<file path="src/rtl/sbox_out_map_stage.sv">
// Output linear map + affine stage of the S-box, with a two-register valid/ready pipeline.
// Optional macro SBOX_OUT_PARITY_EN registers even parity of out_data alongside it.
module sbox_out_map_stage #(
    parameter logic [63:0] MAT_FWD  = 64'h8040201008040201,
    parameter logic [63:0] MAT_INV  = 64'h8040201008040201,
    parameter logic [7:0]  AFFINE_C = 8'h63
) (
    input  logic       clk,
    input  logic       reset_n,
    input  logic       flush,
    input  logic       in_valid,
    output logic       in_ready,
    input  logic [3:0] in_z,
    input  logic [3:0] in_w,
    input  logic       in_enc,
    output logic       out_valid,
    input  logic       out_ready,
    output logic [7:0] out_data,
    output logic       out_par
);

    logic       s1_v;
    logic       s2_v;
    logic [7:0] v1;
    logic       enc1;
    logic [7:0] data2;
    logic [7:0] mapped;
    logic [63:0] mat;
    logic       s2_free;
    logic       s1_adv;
    logic       accept;

    assign s2_free  = !s2_v | out_ready;
    assign s1_adv   = s1_v & s2_free & !flush;
    assign in_ready = !s1_v | s2_free;
    assign accept   = in_valid & in_ready & !flush;

    always_ff @(posedge clk or negedge reset_n) begin
        if (!reset_n) begin
            s1_v <= 1'b0;
            v1   <= 8'h00;
            enc1 <= 1'b0;
        end else begin
            if (flush) begin
                s1_v <= 1'b0;
            end else if (accept) begin
                s1_v <= 1'b1;
            end else if (s1_adv) begin
                s1_v <= 1'b0;
            end
            if (accept) begin
                v1   <= {in_w, in_z};
                enc1 <= in_enc;
            end
        end
    end

    // Row i of the selected matrix produces bit i; the constant only applies going forward.
    always_comb begin
        mapped = 8'h00;
        mat    = enc1 ? MAT_FWD : MAT_INV;
        for (int i = 0; i < 8; i++) begin
            mapped[i] = ^(mat[8*i +: 8] & v1);
        end
        if (enc1) begin
            mapped = mapped ^ AFFINE_C;
        end
    end

    always_ff @(posedge clk or negedge reset_n) begin
        if (!reset_n) begin
            s2_v  <= 1'b0;
            data2 <= 8'h00;
        end else begin
            if (flush) begin
                s2_v <= 1'b0;
            end else if (s1_adv) begin
                s2_v <= 1'b1;
            end else if (s2_v && out_ready) begin
                s2_v <= 1'b0;
            end
            if (s1_adv) begin
                data2 <= mapped;
            end
        end
    end

    assign out_valid = s2_v;
    assign out_data  = data2;

`ifdef SBOX_OUT_PARITY_EN
    logic par2;

    always_ff @(posedge clk or negedge reset_n) begin
        if (!reset_n) begin
            par2 <= 1'b0;
        end else if (s1_adv) begin
            par2 <= ^mapped;
        end
    end

    assign out_par = par2;
`else
    assign out_par = 1'b0;
`endif

endmodule

</file>
<file path="config.mk">
export PLATFORM = sky130hd
export DESIGN_NAME = sbox_out_map_stage
export DESIGN_NICKNAME = d
export VERILOG_FILES = /design/src/rtl/sbox_out_map_stage.sv
export SDC_FILE = /design/constraint.sdc
export NUM_CORES = 1
export LEC_CHECK = 0
export BUFFER_PORTS_ARGS = -buffer_cell sky130_fd_sc_hd__buf_2
export CORE_MARGIN = 2
export CORE_UTILIZATION = 44
export CTS_BUF_LIST = sky130_fd_sc_hd__clkbuf_8
export DETAILED_ROUTE_END_ITERATION = 7
export PLACE_DENSITY = 0.8
export SYNTH_ARGS = -nofsm -noshare
export SYNTH_HDL_FRONTEND = slang
export SYNTH_SLANG_ARGS = --single-unit
</file>
<file path="constraint.sdc">
create_clock -name clk -period 1.61 [get_ports clk]
set_clock_uncertainty 0.05 [all_clocks]
set_input_delay 0.2415 -clock clk [delete_from_list [all_inputs] [get_ports clk]]
set_output_delay 0.2415 -clock clk [all_outputs]
set_load 0.01 [all_outputs]
</file>
Yosys cells after proc, flatten, opt, wreduce, memory -nomap -nowiden
Cells that the tools add are included.
{ "totals": {"regBits": 19, "in_bits": 14, "out_inout_bits": 11} }
{ "classes": {"n_bitwise": 7, "n_reduce_logical": 14, "mux": 7} }
{ "ops": {"columns": ["op", "n"], "rows": [
  ["$reduce_xor 8->1", 8],
  ["$mux 7", 1],
  ["$mux 1", 6],
  ["$reduce_bool 3->1", 2],
  ["$and 1x1->1", 4],
  ["$not 4->4", 1],
  ["$logic_not 1->1", 3],
  ["$or 1x1->1", 2],
  ["$logic_and 1x1->1", 1]
]} }

Depth between registers and ports, before layout
{ "depth": {"word_depth": 7, "depth_mapped": 3, "ltp_nobuf": 3} }

Worst setup path before layout
OpenSTA, ideal clock, no wires.
{ "synth_path": {"kind": "reg-to-reg", "start": "register s2_v (netlist: out_valid)", "end": "register data2[0] (netlist: out_data[0])", "path_stages_with_launch": 4, "setup_slack_ns": 0.199, "n_path_buf": 0, "setup_time_ns": 0.125, "arrival_time_ns": 1.236, "period_less_slack_ns": 1.411, "cell_sequence": "dfrtp_1 nor2b_4 nor3b_4 mux2_2"} }
{ "synth_between": {"elab_chain_cells": 4} }
{ "synth_rtl": {"columns": ["element", "line", "source"], "rows": [
  ["start, declared", "23", "logic s2_v;"],
  ["start signal, assigned", "72", "s2_v <= 1'b0;"],
  ["start signal, assigned", "76", "s2_v <= 1'b0;"],
  ["start signal, assigned", "78", "s2_v <= 1'b1;"],
  ["$logic_not 1->1", "33", "assign s2_free = !s2_v | out_ready;"],
  ["$or 1x1->1", "33", null],
  ["$and 1x1->1 (2 in series)", "34", "assign s1_adv = s1_v & s2_free & !flush;"],
  ["end signal, assigned", "83", "data2 <= mapped;"],
  ["end, declared", "26", "logic [7:0] data2;"]
]} }
Every way passes these cells.
A chain may end at the register's enable or synchronous reset.

Worst setup path in the final report
Same ends and word-level chain as after synthesis.

==> impl_metrics.toml <==
[worst_setup_path]
startpoint_type = "flop"
slowest_delay_ns = 0.40
cp.required_ns = 1.69
crit_buf_inv = 0
cp_top_family = "simple AND/OR/NAND/NOR gates"
crit_path_top_delay_cell = "nor3b_4"
criticalPathCategory = "reg -> reg"
cp.arrival_ns = 1.56
crit_path_end_kind = "flop"
path_cells = "nor2b_4 > nor3b_4 > mux2_2"
crit_path_max_fanout = 8

[placed_design]
dp_slack_ns = 0.106
port_buffers = 23
place.detailed.hpwl_microns = 927
place_congestion = 0.676
place_inst = 97

[route]
drt_iter0_drc = 1
final_antenna_net_count = 0
drt_pass1_iterations = 2
drc = 0
viasPerCell = 4.56
wl_met2_microns = 552
wl_met3_microns = 71
vias = 465
wire_per_inst_microns = 12.2
met1_length_microns = 622
wirelength_microns = 1250
routed.top_layer = "met3"

[logic_synthesis]
yosysMostFrequentCell = "dfrtp_1"
yosys.area_share.simple_pct = 7.50
synth_cells = 51
ys_seq_area_share_pct = 60.6
synth_xor_area_share_pct = 4.47
synth_area_sq_um = 785
ys_types = 13
synth_compound_area_share_pct = 0.638
synthMuxAreaShare_pct = 24.4
avgSynthCellArea_sq_um = 15.4
yosysTopAreaCell = "dfrtp_1"
synth-seq-cells = 19
synth_commonest_cells = "dfrtp_1 (19), mux2_2 (17), xor2_1 (4), nor2_1 (2)"
syn_nets = 65
synth-main-ff-cell = "dfrtp_1"
synth_edf_count = 0
synth_top_area_share_pct = 60.6
synth_fa_ha_area_share_pct = 0
synth_top_family_by_area = "multiplexers"
synthArstFlopShare_pct = 100
yosysWarnings = 0
synth_area_leaders = "dfrtp_1 (61%), mux2_2 (24%), xor2_1 (4.5%)"

[die]
chipWidth_microns = 46.2
die_area_sq_um = 2140
initial_core_util_pct = 45.9
ios = 25
die_h_microns = 46.2
rows = 15
core_sq_um = 1710

[timing]
hold_viol = 0
min_period_ns = 1.48
fin_setup_tns_ns = 0
setup_violations = 0
fin_crit_sh_pct = 92.0
fmax_mhz = 675
grt_setup_unrepaired = "false"
setup_ws_ns = 0.129
report.final.slew_viol_count = 0

[final_layout]
finalNonFillerCells = 102
fin_util_pct = 57.1
layout.nets = 92
seq_area_sq_um = 475
drive_gt1_share_pct = 59.7
antenna_cells = 0
fillers = 149
area_delta_synth_final_pct = 24.2
multiInputGateArea_sq_um = 294

[power_and_ir_drop]
power_density_nw_per_um2 = 1290
static-leakage-power_nw = 0.461
ir_drop_mv = 0.802

[global_route]
grt_usage_pct = 13.5
grt_pass1_wl_microns = 1990
grt_max_degree = 20
grt_pass1_vias = 470
grt-ovfl-total = 0
antenna_found_initial = 0

[clock_tree]
htree_num_levels = 1
cts_inserted_buffers = 3
cts.clk_slew.worst_paths_ns = 0.07
cts_resized = 0
cts_root_buf = "clkbuf_8"
cts_buffer_depth = 2
insertion_delay_ns = 0.25
cts_tree = "built"
cts.sinks = 19

[status]
status = "complete, no violations"

[hold_path]
hp-class = "in -> reg"

[job]
cap_violations = 0
==> worst reg2reg max path, stage by stage, from the launching register on <==
cell and delay [ns]:
dfrtp_1 0.39, nor2b_4 0.14, nor3b_4 0.40, mux2_2 0.39
==> layout make-up <==
class	count	area share, %
Clock inverter	1	0.385
Clock buffer	3	4.24
Timing Repair Buffer	24	12.8
Multi-Input combinational cell	29	30.2
Sequential cell	19	48.8
Inverter	1	0.385
Tap cell	25	3.21
==> routing by layer <==
| metal | vias to the layer above | GRT usage (%) |
|---|---|---|
| met5 | - | 0 |
| met4 | 0 | 5.14 |
| met3 | 0 | 3.53 |
| met2 | 17 | 20.3 |
| met1 | 227 | 18.6 |
| li1 | 221 | - |
==> stage by stage <==
stage	instance area [sq um]	power [mW]	hold slack, ns
6_report	975	1.26	0.168
2_1_floorplan	785	0.826	-0.104
5_1_grt	975	1.33	0.170
3_3_place_gp	920	0.943	0.142
3_5_place_dp	920	0.956	0.146
4_1_cts	975	1.26	0.170
==> cell families after synthesis <==
kind of cell    Yosys count
xor+xnor                  4
mux                      17
simple gates              6
other cells               1
buf+inv                   3
compound gates            1
flops                    19
==> worst paths after layout <==
path / startpoint / endpoint / slack [ns] / cells past startpoint
min in group asynchronous: reset_n / v1[1] / 0.40 / 2
hold / removal: flush / out_valid / 0.17 / 2
setup reg to reg: out_valid / out_data[0] / 0.13 / 3
max in group asynchronous: reset_n / v1[2] / 0.82 / 2
setup / recovery: out_valid / out_data[0] / 0.13 / 3
hold reg to reg: out_data[5] / out_data[5] / 0.45 / 1
==> power by group <==
group | leakage [nW] | switching [mW] | internal [mW] | total (mW)
clock network | 0.0269 | 0.143 | 0.169 | 0.312
registers | 0.227 | 0.0640 | 0.590 | 0.654
logic | 0.207 | 0.124 | 0.166 | 0.290
total | 0.461 | 0.331 | 0.924 | 1.26
==> cell usage in the layout, fill, tap and decap left out <==
cell | synthesis | layout
buf_2 | 0 | 23
dfrtp_1 | 19 | 19
mux2_2 | 17 | 17
xor2_1 | 4 | 4
clkbuf_8 | 0 | 3
inv_1 | 1 | 2
nor2_1 | 2 | 2
nand3b_1 | 1 | 1
nor2b_4 | 1 | 1
nor3b_4 | 1 | 1
a21oi_1 | 1 | 1
nand3b_2 | 1 | 1
conb_1 | 1 | 1
dlygate4sd3_1 | 0 | 1
==> flip-flops by register name, indices dropped and copies added, names as in the netlist <==
| name | count |
|---|---|
| v1 | 8 |
| out_data | 8 |
| s1_v | 1 |
| out_valid | 1 |
| enc1 | 1 |
==> what timing repair did <==
item,4_1_cts,5_1_grt
endpoints found under the hold margin,19,0
hold buffers,1,0
buffers inserted,0,0
No activity file was read; power rests on OpenSTA's default activity.
